### config.mk
export PLATFORM = sky130hd
export DESIGN_NAME = pixel_write_sink
export DESIGN_NICKNAME = d
export VERILOG_FILES = /design/src/rtl/pixel_write_sink.sv
export SDC_FILE = /design/constraint.sdc
export NUM_CORES = 1
export LEC_CHECK = 0
export ABC_AREA = 1
export BUFFER_PORTS_ARGS = -buffer_cell sky130_fd_sc_hd__buf_2
export CAP_MARGIN = 5
export CORE_UTILIZATION = 40
export DETAILED_ROUTE_END_ITERATION = 8
export PLACE_DENSITY_LB_ADDON = 0.1
export SYNTH_ARGS = -nofsm -noshare
export SYNTH_HDL_FRONTEND = slang
export SYNTH_SLANG_ARGS = --single-unit
### constraint.sdc
create_clock -name CLOCK_50 -period 3.89 [get_ports CLOCK_50]
set_input_delay 0.778 -clock CLOCK_50 [delete_from_list [all_inputs] [get_ports CLOCK_50]]
set_output_delay 0.778 -clock CLOCK_50 [all_outputs]
set_load 0.01 [all_outputs]
### src/rtl/pixel_write_sink.sv
// rtl/pixel_write_sink.sv - two-client pixel write arbiter with clipping and a FIFO feeding the VGA plot port
module pixel_write_sink #(
    parameter int DEPTH    = 8,
    parameter int SCREEN_W = 320,
    parameter int SCREEN_H = 240
) (
    input  logic       CLOCK_50,
    input  logic       reset,
    input  logic [8:0] a_x,
    input  logic [8:0] a_y,
    input  logic [2:0] a_color,
    input  logic       a_writeEn,
    output logic       a_ready,
    input  logic [8:0] b_x,
    input  logic [8:0] b_y,
    input  logic [2:0] b_color,
    input  logic       b_writeEn,
    output logic       b_ready,
    input  logic       drain_en,
    output logic [8:0] vga_x,
    output logic [7:0] vga_y,
    output logic [2:0] vga_colour,
    output logic       vga_plot,
    output logic [3:0] fifo_count,
    output logic       full,
    output logic       empty,
    output logic [7:0] drop_count
);
    localparam int AW = $clog2(DEPTH);
    localparam logic [AW:0]   CNT_FULL = (AW + 1)'(DEPTH);
    localparam logic [AW:0]   CNT_ONE  = (AW + 1)'(1);
    localparam logic [AW-1:0] PTR_ONE  = AW'(1);
    localparam logic [8:0]    X_LIM    = 9'(SCREEN_W);
    localparam logic [8:0]    Y_LIM    = 9'(SCREEN_H);

    // Entry layout: {x[8:0], y[7:0], colour[2:0]}
    logic [19:0]   r_mem [DEPTH];
    logic [AW-1:0] r_wptr;
    logic [AW-1:0] r_rptr;
    logic [AW:0]   r_count;
    logic [8:0]    r_vga_x;
    logic [7:0]    r_vga_y;
    logic [2:0]    r_vga_c;
    logic          r_plot;
    logic [7:0]    r_drop;

    logic          w_full;
    logic          w_empty;
    logic          w_acc_a;
    logic          w_acc_b;
    logic          w_acc;
    logic [8:0]    w_sel_x;
    logic [8:0]    w_sel_y;
    logic [2:0]    w_sel_c;
    logic          w_clip;
    logic          w_push;
    logic          w_pop;
    logic [19:0]   w_head;

    assign w_full  = (r_count == CNT_FULL);
    assign w_empty = (r_count == '0);

    // Ready depends only on registered occupancy, so a same-cycle pop never frees a slot
    assign a_ready = !w_full;
    assign b_ready = !w_full && !a_writeEn;

    assign w_acc_a = a_writeEn && a_ready;
    assign w_acc_b = b_writeEn && b_ready;
    assign w_acc   = w_acc_a || w_acc_b;

    assign w_sel_x = w_acc_a ? a_x     : b_x;
    assign w_sel_y = w_acc_a ? a_y     : b_y;
    assign w_sel_c = w_acc_a ? a_color : b_color;

    assign w_clip = (w_sel_x >= X_LIM) || (w_sel_y >= Y_LIM);
    assign w_push = w_acc && !w_clip;
    assign w_pop  = !w_empty && drain_en;
    assign w_head = r_mem[r_rptr];

    always_ff @(posedge CLOCK_50) begin
        if (w_push) begin
            r_mem[r_wptr] <= {w_sel_x, w_sel_y[7:0], w_sel_c};
        end
    end

    always_ff @(posedge CLOCK_50 or negedge reset) begin
        if (!reset) begin
            r_wptr  <= '0;
            r_rptr  <= '0;
            r_count <= '0;
        end else begin
            if (w_push) begin
                r_wptr <= r_wptr + PTR_ONE;
            end
            if (w_pop) begin
                r_rptr <= r_rptr + PTR_ONE;
            end
            case ({w_push, w_pop})
                2'b10:   r_count <= r_count + CNT_ONE;
                2'b01:   r_count <= r_count - CNT_ONE;
                default: r_count <= r_count;
            endcase
        end
    end

    always_ff @(posedge CLOCK_50 or negedge reset) begin
        if (!reset) begin
            r_vga_x <= '0;
            r_vga_y <= '0;
            r_vga_c <= '0;
            r_plot  <= 1'b0;
        end else begin
            r_plot <= w_pop;
            if (w_pop) begin
                r_vga_x <= w_head[19:11];
                r_vga_y <= w_head[10:3];
                r_vga_c <= w_head[2:0];
            end
        end
    end

    always_ff @(posedge CLOCK_50 or negedge reset) begin
        if (!reset) begin
            r_drop <= '0;
        end else if (w_acc && w_clip && (r_drop != 8'hFF)) begin
            r_drop <= r_drop + 8'd1;
        end
    end

    assign vga_x      = r_vga_x;
    assign vga_y      = r_vga_y;
    assign vga_colour = r_vga_c;
    assign vga_plot   = r_plot;
    assign fifo_count = 4'(r_count);
    assign full       = w_full;
    assign empty      = w_empty;
    assign drop_count = r_drop;

endmodule

* Word-level counts from Yosys, hierarchy flattened *
Memories as Yosys holds them, arrays and structs flattened. A register that Yosys moved wholly into a read port is not among the register bits.
Index checks and enable logic that the tools add are counted.

word-level totals
  flip-flop bits (word level) = 19
  RAM bits = 160
  memories kept = 1

memories
  name   depth  width  rd ports  clocked after Yosys merged registers in  write ports  line  text
  r_mem  8      20     1         1                                        1            37    logic [19:0] r_mem [DEPTH];

cells by class
  eq/ne operators = 4
  $lt $le $gt $ge = 2
  add/sub/neg operators = 5
  mux-type cells = 6
  reduce and logical (&&, ||, !) cells = 16

operators with widths
  operator             number
  $mux 9               2
  $ge 9x8->1 const B   1
  $ge 9x9->1 const B   1
  $add 8x1->8 const B  1
  $ne 8x8->1 const B   1
  $pmux 4 s2           1
  $logic_and 1x1->1    7
  $add 3x1->3 const B  2
  $logic_not 1->1      5
  $add 4x1->4 const B  1
  $eq 4x4->1 const B   1
  $logic_not 4->1      1
  $sub 4x1->4 const B  1
  $mux 3               1
  $eq 2x1->1 const B   1
  $eq 2x2->1 const B   1
  $logic_or 1x1->1     2
  $mux 1               2
  $reduce_bool 2->1    1

* Longest topological paths before layout *
Gate-level depths: netlist (run 1).

  depth in word-level cells = 10
  gate-level depth with buffers = 19

* Least setup slack after synthesis (run 1) *
Ideal clock, no wire load.

  kind = input to register
  from = input port a_writeEn
  to = memory r_mem[0][0] (enable)
  arrival = 2.679 ns
  buffers on the path = 2
  stages = 10
  setup slack = 0.815 ns
  library setup time = 0.397 ns
  cell sequence = buf_4 -> nand2_4 -> buf_12 -> nand2_1 -> nand2_1 -> nand2_2 -> nand3_4 -> nor2_8 -> nand2_4 -> nor2_1

between the ends
  cells in the longest elaborated chain, start to end = 8

ends and longest elaborated chain
  item                          line  text
  from (decl)                   12    input logic a_writeEn,
  $logic_and 1x1->1             67    assign w_acc_a = a_writeEn && a_ready;
  $mux 9                        71    assign w_sel_x = w_acc_a ? a_x : b_x;
  named net w_sel_x[8]          52    logic [8:0] w_sel_x;
  $ge 9x9->1                    75    assign w_clip = (w_sel_x >= X_LIM) || (w_sel_y >= Y_LIM);
  $logic_or 1x1->1              75
  $logic_not 1->1               76    assign w_push = w_acc && !w_clip;
  $logic_and 1x1->1             76
  $mux 1                        81    if (w_push) begin
  $mux 1 (not written as such)  82    r_mem[r_wptr] <= {w_sel_x, w_sel_y[7:0], w_sel_c};
  to (decl)                     37

The timed path passes the listed nets, and every way through them passes these cells.

* Final worst setup path (run 1) *
  from = register r_count[3], in the netlist fifo_count[3]
  to = register r_count[3], in the netlist fifo_count[3]

between the ends
  cells in the longest elaborated chain, start to end = 10

ends and longest elaborated chain
  item                                                    line  text
  from (decl)                                             40    logic [AW:0] r_count;
  from (signal assigned)                                  99    2'b10: r_count <= r_count + CNT_ONE;
  from (signal assigned)                                  100   2'b01: r_count <= r_count - CNT_ONE;
  from (signal assigned)                                  101   default: r_count <= r_count;
  $eq 4x4->1 *                                            60    assign w_full = (r_count == CNT_FULL);
  $logic_not 1->1 *                                       64    assign a_ready = !w_full;
  $logic_and 1x1->1 *                                     67
  $mux 9 *                                                71
  named net w_sel_x[8]                                    52
  $ge 9x9->1 *                                            75
  $logic_or 1x1->1 *                                      75
  $logic_not 1->1 *                                       76
  $logic_and 1x1->1 *                                     76
  $eq 2x1->1 / $eq 2x2->1 (equally long branches)         98    case ({w_push, w_pop})
  $pmux 4 s2 / $reduce_bool 2->1 (equally long branches)  n/a

Mark *: on every way through the listed nets, which the timed path passes. The rest lies on a longest branch.
A chain may end at the register's enable or synchronous reset.

==> reports/qor.txt, run 1 <==
Top Layer Used -> met4
Remaining antenna violation count after routing -> 0
Setup bufs post-CTS -> 0
Critical Path Source Type -> flop
PortBufs -> 83
Area grow syn2layout -> 16.6%
Area of the mapped netlist -> 8300 um^2
RD Place Congestion -> 0.743
Rows -> 52
Ys async rst share -> 0.196
Fin worst setup slack -> 638 ps
First-pass GRT wire length -> 29600 um
Register area -> 5780 um^2
Crit path kind -> reg -> reg
Worst Skew -> 12.2 ps
Met2 wire length -> 8950 um
Layout fillers -> 1842
Peak supply drop -> 0.000360 V
Root Buffer -> clkbuf_16
Post-synth net total -> 722
Multi-input combinational cell area -> 2250 um^2
LEAKAGE -> 3.69 nW
Num ports -> 84
Clk_lat worst skew -> 430 ps
CTS tree -> built
Largest net degree at the start of global routing -> 52
Final worst path period share -> 0.836
Die Area -> 21300 um^2
Vias -> 5383
Pre-CTS WS -> 337 ps
Area share of the largest cell type after synthesis -> 0.579
Final instance area -> 9680 um^2
Power Dens Cells -> 701 nW/um^2
CP endpoint kind -> flop
Fraction of layout cells with a size suffix above 1 -> 0.231
Seq cells post-synth -> 199
Hold Crit Class -> reg -> reg
All-layer global routing usage -> 0.185
Unique masters post-synth -> 35
TNS Setup -> 0 ps
Cts hold-fix bufs -> 0
Nets@finish -> 807
Vias in the first global route -> 5405
Max-cap violation count -> 0
Final min period -> 3250 ps
DRT Wirelength -> 18800 um
CTS resizes -> 0
Die Width -> 146 um
Ant. Diodes -> 0
CTS Buf Count -> 17
Seq/Total Area, Yosys -> 0.696
DRT met1 WL -> 8730 um
Sink Count -> 199
Synth warnings -> 0
Fmax -> 308 MHz
Fin. max-slew vios -> 0
Hold Violations, Final -> 0
WP data required -> 4200 ps
Hold Startpoint -> vga_x[1]$_DFFE_PN0P_
Ranking of synthesized cells by area -> edfxtp_1 (58%), dfrtp_1 (12%), o21ai_0 (5.0%)
Max-slew headroom at the worst pin -> 0.281
Dpl cell area -> 9090 um^2
Post-synth EDFFs -> 160
Die Y-Extent -> 146 um
Worst setup path startpoint -> fifo_count[3]$_DFFE_PN0P_
FF-to-FF Start -> fifo_count[3]$_DFFE_PN0P_
Drc violations -> 0
Setup violators final -> 0
Most used flip-flop cell after synthesis -> edfxtp_1
Synth area leader -> edfxtp_1
First-pass iteration count of the detailed router -> 5
CP max FO -> 22
1st-iter DRT viols -> 254
RSZ-0062 raised after global routing -> no
WP data arrival -> 3560 ps
Via density -> 5.20
Least-Margin Pin Slew -> 1080 ps
Synth Instances -> 668
Met3 Routed Length -> 760 um
Clock tree buffer depth -> 2
Total congestion overflow -> 0
Status -> completed
Initial antenna violation count -> 0
Power, Total -> 6.78 mW
WHS -> 473 ps
Avg Synthesized Cell Area -> 12.4 um^2
Post-DP HPWL -> 11000 um
# H-tree levels -> 4
WL per Instance -> 18.1 um
Initial Util -> 0.409
CTS clock-pin slew for the worst setup and hold paths -> 60 ps
Core Area -> 20300 um^2
-- placed cells by master, fill, tap and decap left out, types with 4 or more instances in the layout --
cell	Yosys	final
mux2_2	13	13
xor2_1	8	8
ha_1	6	6
nor2_1	96	88
xnor2_1	4	4
nand2_1	85	85
o221ai_1	20	20
edfxtp_1	160	160
nand2_2	9	9
dfrtp_1	39	38
buf_2	2	83
o211ai_1	20	20
clkbuf_16	0	17
nand3_1	6	6
o21ai_0	83	83
inv_1	31	30
nor2_2	1	9
buf_4	1	17
nand4_1	9	9
o22ai_1	20	20
nand2_4	5	5
nand3b_1	4	4
-- cells in the mapped netlist, types with 13 or more instances --
cell type / number
o22ai_1: 20
nor2_1: 96
o221ai_1: 20
o211ai_1: 20
inv_1: 31
edfxtp_1: 160
clkbuf_1: 29
nand2_1: 85
o21ai_0: 83
mux2_2: 13
dfrtp_1: 39
-- critical path, cell delays in order, from the launching register on --
cell and delay (ps):
dfrtp_1 380, inv_1 100, nor2_1 60, nand2_2 210, nand2_4 290, nand2_1 150
nand2_1 190, nand2_2 160, nand4_1 230, ha_1 320, ha_1 330, nand2_1 70
nor2_1 40, a211oi_1 240, nor2_1 70, nor2_1 90, nand2_1 70, xor2_1 140
-- registers in the layout, indices dropped and copies added (netlist names) --
name	count
drop_count	8
fifo_count	4
r_mem	160
r_rptr	3
r_wptr	3
vga_colour	3
vga_plot	1
vga_x	9
vga_y	8
-- routing by layer --
layer / vias to the layer above / track usage
met3: 22 / 0.0328
met2: 135 / 0.307
met5: - / 0
met1: 2651 / 0.245
li1: 2575 / -
met4: 0 / 0.0672
-- cells by family after synthesis --
family                   count (synthesis)  share of synthesized area
XOR/XNOR                                12                     0.0127
buffers and inverters                   70                     0.0353
multiplexers                            13                     0.0176
adder cells (fa/ha/maj)                  7                     0.0115
flip-flops                             199                      0.696
AO/OA/AOI/OAI                          147                      0.108
AND/OR/NAND/NOR                        220                      0.119
-- path summary, 6_finish.rpt --
check	endpoint	slack, ps	depth (start not counted)
setup / recovery	fifo_count[3]$_DFFE_PN0P_	640	17
hold / removal	vga_x[1]$_DFFE_PN0P_	470	2
setup reg to reg	fifo_count[3]$_DFFE_PN0P_	640	17
hold reg to reg	vga_x[1]$_DFFE_PN0P_	470	2
max in group asynchronous	r_rptr[0]$_DFFE_PN0P_	2600	1
min in group asynchronous	vga_x[0]$_DFFE_PN0P_	550	1
-- final cells by class --
| type | count | share of cell area |
|---|---|---|
| flip-flops and latches | 199 | 0.597 |
| multi-input cells | 399 | 0.232 |
| clock inverters | 11 | 0.0127 |
| clock buffers | 21 | 0.0476 |
| repair buffers | 103 | 0.0623 |
| inverters | 33 | 0.0128 |
| well taps | 270 | 0.0349 |
-- where the power goes --
group / switching [mW] / internal (mW) / leakage, nW
combinational: 1.41 / 0.731 / 1.49
clock: 0.746 / 0.984 / 0.289
sequential: 0.231 / 2.68 / 1.92
-- through the flow --
step,std cells,util
5_1_grt,1036,0.477
3_3_place_gp,1004,0.448
3_5_place_dp,1004,0.448
6_report,1036,0.477
2_1_floorplan,668,-
4_1_cts,1036,0.477
Power figures use the tool's default switching activity.
==> run 2: changes to the inputs <==
--- a/config.mk
+++ b/config.mk
@@ -5,7 +5,7 @@
 export SDC_FILE = /design/constraint.sdc
 export NUM_CORES = 1
 export LEC_CHECK = 0
-export ABC_AREA = 1
+export ABC_AREA = 0
 export BUFFER_PORTS_ARGS = -buffer_cell sky130_fd_sc_hd__buf_2
 export CAP_MARGIN = 5
 export CORE_UTILIZATION = 40
==> constraint.sdc (replaced) <==
create_clock -name CLOCK_50 -period 2.68 [get_ports CLOCK_50]
set_input_delay 0.536 -clock CLOCK_50 [delete_from_list [all_inputs] [get_ports CLOCK_50]]
set_output_delay 0.536 -clock CLOCK_50 [all_outputs]
set_load 0.01 [all_outputs]
==> run 2 against run 1 <==
Compared with the run above: global-route usage decreased by 1.2 points; setup slack got worse by 550 ps; power is 41% higher; sequential share of layout area is essentially flat; cell count shrank 20%; die area decreased by 3.6%; clock skew is 4.4 ps lower; first-iteration DRC count shrank 15%; sequential cell count is the same; largest power group unchanged.
==> reports/qor.txt, run 2 <==
Most instantiated cells after synthesis -> edfxtp_1 (160), mux4_2 (40), dfrtp_1 (39), nand2_1 (30), mux2_2 (25)
Fin. max-slew vios -> 0
Max-cap violation count -> 0
Die Y-Extent -> 143 um
RSZ-0062 raised after global routing -> no
Layout fillers -> 1684
First-pass GRT wire length -> 25000 um
DRT Wirelength -> 16200 um
Die Area -> 20600 um^2
Synth Instances -> 425
Seq cells post-synth -> 199
Ranking of synthesized cells by area -> edfxtp_1 (60%), dfrtp_1 (12%), mux4_2 (11%)
Seq/Total Area, Yosys -> 0.723
LEAKAGE -> 3.56 nW
Area grow syn2layout -> 21.0%
FF-to-FF Start -> fifo_count[0]$_DFFE_PN0P_
Max-slew headroom at the worst pin -> 0.684
WP data required -> 2990 ps
Vias in the first global route -> 4373
Pre-CTS WS -> -190 ps
Worst Skew -> 7.82 ps
Num ports -> 84
First-pass iteration count of the detailed router -> 4
Rows -> 51
Ant. Diodes -> 0
Via density -> 5.03
WP data arrival -> 2900 ps
Synth warnings -> 0
Max FFs per register -> 160
Sink Count -> 199
Most common cell after layout, fill and taps aside -> edfxtp_1
Hold Violations, Final -> 0
Crit path kind -> reg -> reg
CTS tree -> built
Area share of the largest cell type after synthesis -> 0.601
Post-synth EDFFs -> 160
Nets@finish -> 604
Clock tree buffer depth -> 2
Multi-input combinational cell area -> 2170 um^2
WHS -> 49.2 ps
Initial antenna violation count -> 0
Area of the mapped netlist -> 8000 um^2
Synth area leader -> edfxtp_1
Worst setup path startpoint -> fifo_count[0]$_DFFE_PN0P_
RD Place Congestion -> 0.758
# H-tree levels -> 4
Drc violations -> 0
1st-iter DRT viols -> 217
CTS clock-pin slew for the worst setup and hold paths -> 70 ps
Fraction of layout cells with a size suffix above 1 -> 0.425
Cts hold-fix bufs -> 0
Most used flip-flop cell after synthesis -> edfxtp_1
Peak supply drop -> 0.000673 V
Fin worst setup slack -> 86.4 ps
Setup violators final -> 0
Remaining antenna violation count after routing -> 0
PortBufs -> 83
Cell with the most instances after synthesis -> edfxtp_1
Initial Util -> 0.410
CP max FO -> 3
Clk_lat worst skew -> 420 ps
Hold Crit Class -> in -> async
Status -> completed
Least-Margin Pin Slew -> 474 ps
WL per Instance -> 19.6 um
Final worst path period share -> 0.968
Core Area -> 19500 um^2
Fmax -> 386 MHz
Avg Synthesized Cell Area -> 18.8 um^2
Most frequent cells in the layout -> edfxtp_1 (160), buf_2 (83), mux4_2 (40), buf_4 (40), dfrtp_1 (37)
Post-synth net total -> 479
Register area -> 5780 um^2
Ys async rst share -> 0.196
Total congestion overflow -> 0
Power Dens Cells -> 991 nW/um^2
Critical Path Source Type -> flop
CP endpoint kind -> flop
Unique masters post-synth -> 35
All-layer global routing usage -> 0.173
CTS Buf Count -> 17
Root Buffer -> clkbuf_16
Post-DP HPWL -> 10400 um
Die Width -> 143 um
Largest net degree at the start of global routing -> 43
Largest Register -> r_mem
Final min period -> 2590 ps
Vias -> 4164
==> run 2: cell types whose count changed after synthesis, moves of 21 or more <==
cell	delta
inv_1	-25
mux2i_1	+21
mux4_2	+40
nand2_1	-55
nor2_1	-87
o21ai_0	-60
==> run 2: cells by family (layout without fill, tap and decap cells) <==
family,after synthesis,after routing,share of synthesized area
adders and majority gates,7,7,0.0119
buffers and inverters,28,166,0.0144
muxes,86,86,0.174
and+or+nand+nor,64,64,0.0402
AOI/OAI and AO/OA,29,29,0.0233
DFF,199,199,0.723
xor gates and xnor gates,12,12,0.0131
==> run 2: final timing paths <==
check	endpoint	slack, ps	cells after the start
worst max-delay path	fifo_count[3]$_DFFE_PN0P_	90	12
worst min register to register	r_rptr[2]$_DFFE_PN0P_	470	1
min in group CLOCK_50	vga_plot$_DFF_PN0_	450	3
worst max register to register	fifo_count[3]$_DFFE_PN0P_	90	12
max in group asynchronous	r_rptr[0]$_DFFE_PN0P_	1980	2
worst min-delay path	drop_count[0]$_DFFE_PN0P_	50	1
==> run 2: metrics by stage <==
stage	TNS (ps)	power, mW	std cells	util	cell area (um^2)
after floorplan	-23890	6.14	425	-	8030
after global placement	-136	7.18	794	0.465	9070
after detailed placement	-219	7.24	794	0.465	9070
after CTS	0	9.75	827	0.495	9670
after global routing	0	10.2	828	0.496	9680
final	0	9.59	828	0.496	9680
==> run 2: routing by layer <==
metal	vias up	global-route usage	share of wire
met1	2159	0.228	0.45
met3	9	0.0397	0.033
met4	0	0.0454	0.0072
met2	79	0.290	0.51
met5	-	0	0
li1	1917	-	-
==> run 2: worst max-delay path, stage by stage (launching register included) <==
cell and delay [ps]:
dfrtp_1 380, or4b_4 570, clkinv_4 80, o211ai_4 90, a21boi_4 170, inv_2 50
ha_2 180, ha_1 260, a21o_2 220, a21oi_2 150, xnor2_1 120, nor2_1 60
xor2_1 140
==> run 2: final cells by class <==
cell class,instances,share of cell area
flip-flops and latches,199,0.598
multi-input cells,198,0.225
inverters,8,0.00362
repair buffers,126,0.0802
clock buffers,22,0.0469
well taps,265,0.0343
clock inverters,10,0.0125
==> run 2: timing repair <==
item,CTS,global route
endpoints found under the setup margin,1,12
buffers inserted,1,1
pin swaps,1,2
resized for setup,2,1
==> run 2: report_power, final <==
group	leakage, nW	switching (mW)	internal, mW	total [mW]
Sequential	1.91	0.300	3.89	4.19
Clock	0.273	1.07	1.41	2.48
Combinational	1.38	1.48	1.44	2.92
==> run 3: changes to the inputs <==
--- a/config.mk
+++ b/config.mk
@@ -11,6 +11,7 @@
 export CORE_UTILIZATION = 40
 export DETAILED_ROUTE_END_ITERATION = 8
 export PLACE_DENSITY_LB_ADDON = 0.1
+export RECOVER_POWER = 25
 export SYNTH_ARGS = -nofsm -noshare
 export SYNTH_HDL_FRONTEND = slang
 export SYNTH_SLANG_ARGS = --single-unit
==> run 3 against run 2 <==
Compared with the run above: count of clock-buffer cells in the layout stayed put; design area fell by 0.71%; fmax grew 0.18%; largest power group unchanged.
==> reports/qor.txt, run 3 (synthesis results as in run 2) <==
Status -> completed
Cts hold-fix bufs -> 0
Fin. max-slew vios -> 0
Logic pwr share -> 0.298
CTS tree -> built
All-layer global routing usage -> 0.173
Least-Margin Pin Slew -> 1060 ps
Multi-input combinational cell area -> 2170 um^2
Fmax -> 386 MHz
Most common cell after layout, fill and taps aside -> edfxtp_1
RD Place Congestion -> 0.758
WP data required -> 2980 ps
CP max FO -> 3
Power Dens Cells -> 989 nW/um^2
Sequential share of power -> 0.442
Hold Crit Class -> in -> async
Layout fillers -> 1710
LEAKAGE -> 3.44 nW
Nets@finish -> 604
Vias -> 4149
Final worst path period share -> 0.966
# H-tree levels -> 4
Clock tree buffer depth -> 2
CTS clock-pin slew for the worst setup and hold paths -> 70 ps
Post-DP HPWL -> 10400 um
First-pass iteration count of the detailed router -> 4
CP endpoint kind -> flop
Rows -> 51
Worst Skew -> 7.56 ps
Num ports -> 84
Die Width -> 143 um
1st-iter DRT viols -> 201
Final instance area -> 9610 um^2
Root Buffer -> clkbuf_16
Crit path kind -> reg -> reg
Top Usage Layer GRT -> met2
Setup violators final -> 0
Grt met1 use -> 0.228
Sink Count -> 199
Hold Violations, Final -> 0
RSZ-0062 raised after global routing -> no
PortBufs -> 83
Clk_lat worst skew -> 420 ps
WHS -> 270 ps
M2 GR Usage -> 0.290
WP data arrival -> 2890 ps
TNS Setup -> 0 ps
Drc violations -> 0
Die Area -> 20600 um^2
Initial antenna violation count -> 0
Dpl cell area -> 9070 um^2
Via density -> 5.01
Ant. Diodes -> 0
Fraction of layout cells with a size suffix above 1 -> 0.355
Switching part of the total -> 0.300
DRT Wirelength -> 16200 um
WL per Instance -> 19.6 um
Fin util -> 0.492
Die Y-Extent -> 143 um
Max FFs per register -> 160
Initial Util -> 0.410
First-pass GRT wire length -> 25000 um
CTS Buf Count -> 17
Most frequent cells in the layout -> edfxtp_1 (160), buf_2 (52), clkbuf_1 (42)
Total congestion overflow -> 0
Placed cell count -> 794
Max-slew headroom at the worst pin -> 0.291
Met3 Usage GRT -> 0.0397
Largest net degree at the start of global routing -> 43
Area grow syn2layout -> 20.1%
Final cell count without fillers -> 828
Psw -> 2.86 mW
Register area -> 5780 um^2
Core Area -> 19500 um^2
Peak supply drop -> 0.000650 V
Pint -> 6.65 mW
Clock Power Share -> 0.261
Vias in the first global route -> 4373
Remaining antenna violation count after routing -> 0
Max-cap violation count -> 0
Critical Path Source Type -> flop
Largest Register -> r_mem
Final min period -> 2590 ps
[run 3: cell types whose count changed in the layout (fill, tap and decap cells not counted)]
cell	delta
and2_0	+1
buf_4	-9
buf_2	-31
clkbuf_2	+1
clkbuf_4	+1
clkbuf_1	+38
and2_2	-1
[run 3: through the flow]
stage / total power, mW / worst slack (ps)
6_report: 9.50 / 91.0
5_1_grt: 10.1 / 14.6
4_1_cts: 9.75 / 17.7
3_5_place_dp: 7.24 / -190
3_3_place_gp: 7.18 / -136
2_1_floorplan: 6.14 / -213
[run 3: critical path, stage by stage (launching register included)]
cell and delay, ps:
dfrtp_1 370, or4b_4 560, clkinv_4 80, o211ai_4 90, a21boi_4 170, inv_2 50
ha_2 180, ha_1 260, a21o_2 220, a21oi_2 150, xnor2_1 120, nor2_1 60
xor2_1 140
[run 3: final timing paths]
| kind | from | endpoint | slack (ps) | cells after the start |
|---|---|---|---|---|
| min reg2reg | r_rptr[2]$_DFFE_PN0P_ | r_rptr[2]$_DFFE_PN0P_ | 470 | 1 |
| min | reset | vga_colour[0]$_DFFE_PN0P_ | 270 | 1 |
| max | fifo_count[0]$_DFFE_PN0P_ | fifo_count[3]$_DFFE_PN0P_ | 90 | 12 |
| max reg2reg | fifo_count[0]$_DFFE_PN0P_ | fifo_count[3]$_DFFE_PN0P_ | 90 | 12 |
| max in group asynchronous | reset | r_rptr[0]$_DFFE_PN0P_ | 840 | 2 |
| min in group CLOCK_50 | drain_en | vga_plot$_DFF_PN0_ | 440 | 3 |
[run 3: per-layer routing]
| layer | part of all wire | routed length [um] | vias up |
|---|---|---|---|
| met3 | 0.032 | 516 | 10 |
| met4 | 0.0084 | 137 | 0 |
| li1 | - | - | 1915 |
| met2 | 0.51 | 8320 | 77 |
| met1 | 0.45 | 7250 | 2147 |
| met5 | 0 | 0 | - |
[run 3: cell type report]
cell class | count | area share
clock buffers | 22 | 0.0473
well taps | 265 | 0.0345
repair buffers | 126 | 0.0737
inverters | 8 | 0.00365
clock inverters | 10 | 0.0126
flip-flops and latches | 199 | 0.602
multi-input cells | 198 | 0.226
[run 3: power groups by stage]
stage,combinational [mW],clock [mW],sequential (mW)
5_1_grt,3.15,2.67,4.26
2_1_floorplan,1.84,0,4.30
4_1_cts,3.00,2.55,4.20
3_5_place_dp,2.98,0,4.26
6_report,2.83,2.48,4.20
3_3_place_gp,2.94,0,4.24
[run 3: repair_timing]
item / in CTS / in global routing
gates resized for setup: 2 / 1
setup endpoints to repair: 1 / 12
buffers inserted: 1 / 1
hold endpoints to repair: 0 / 0
pin swaps: 1 / 2
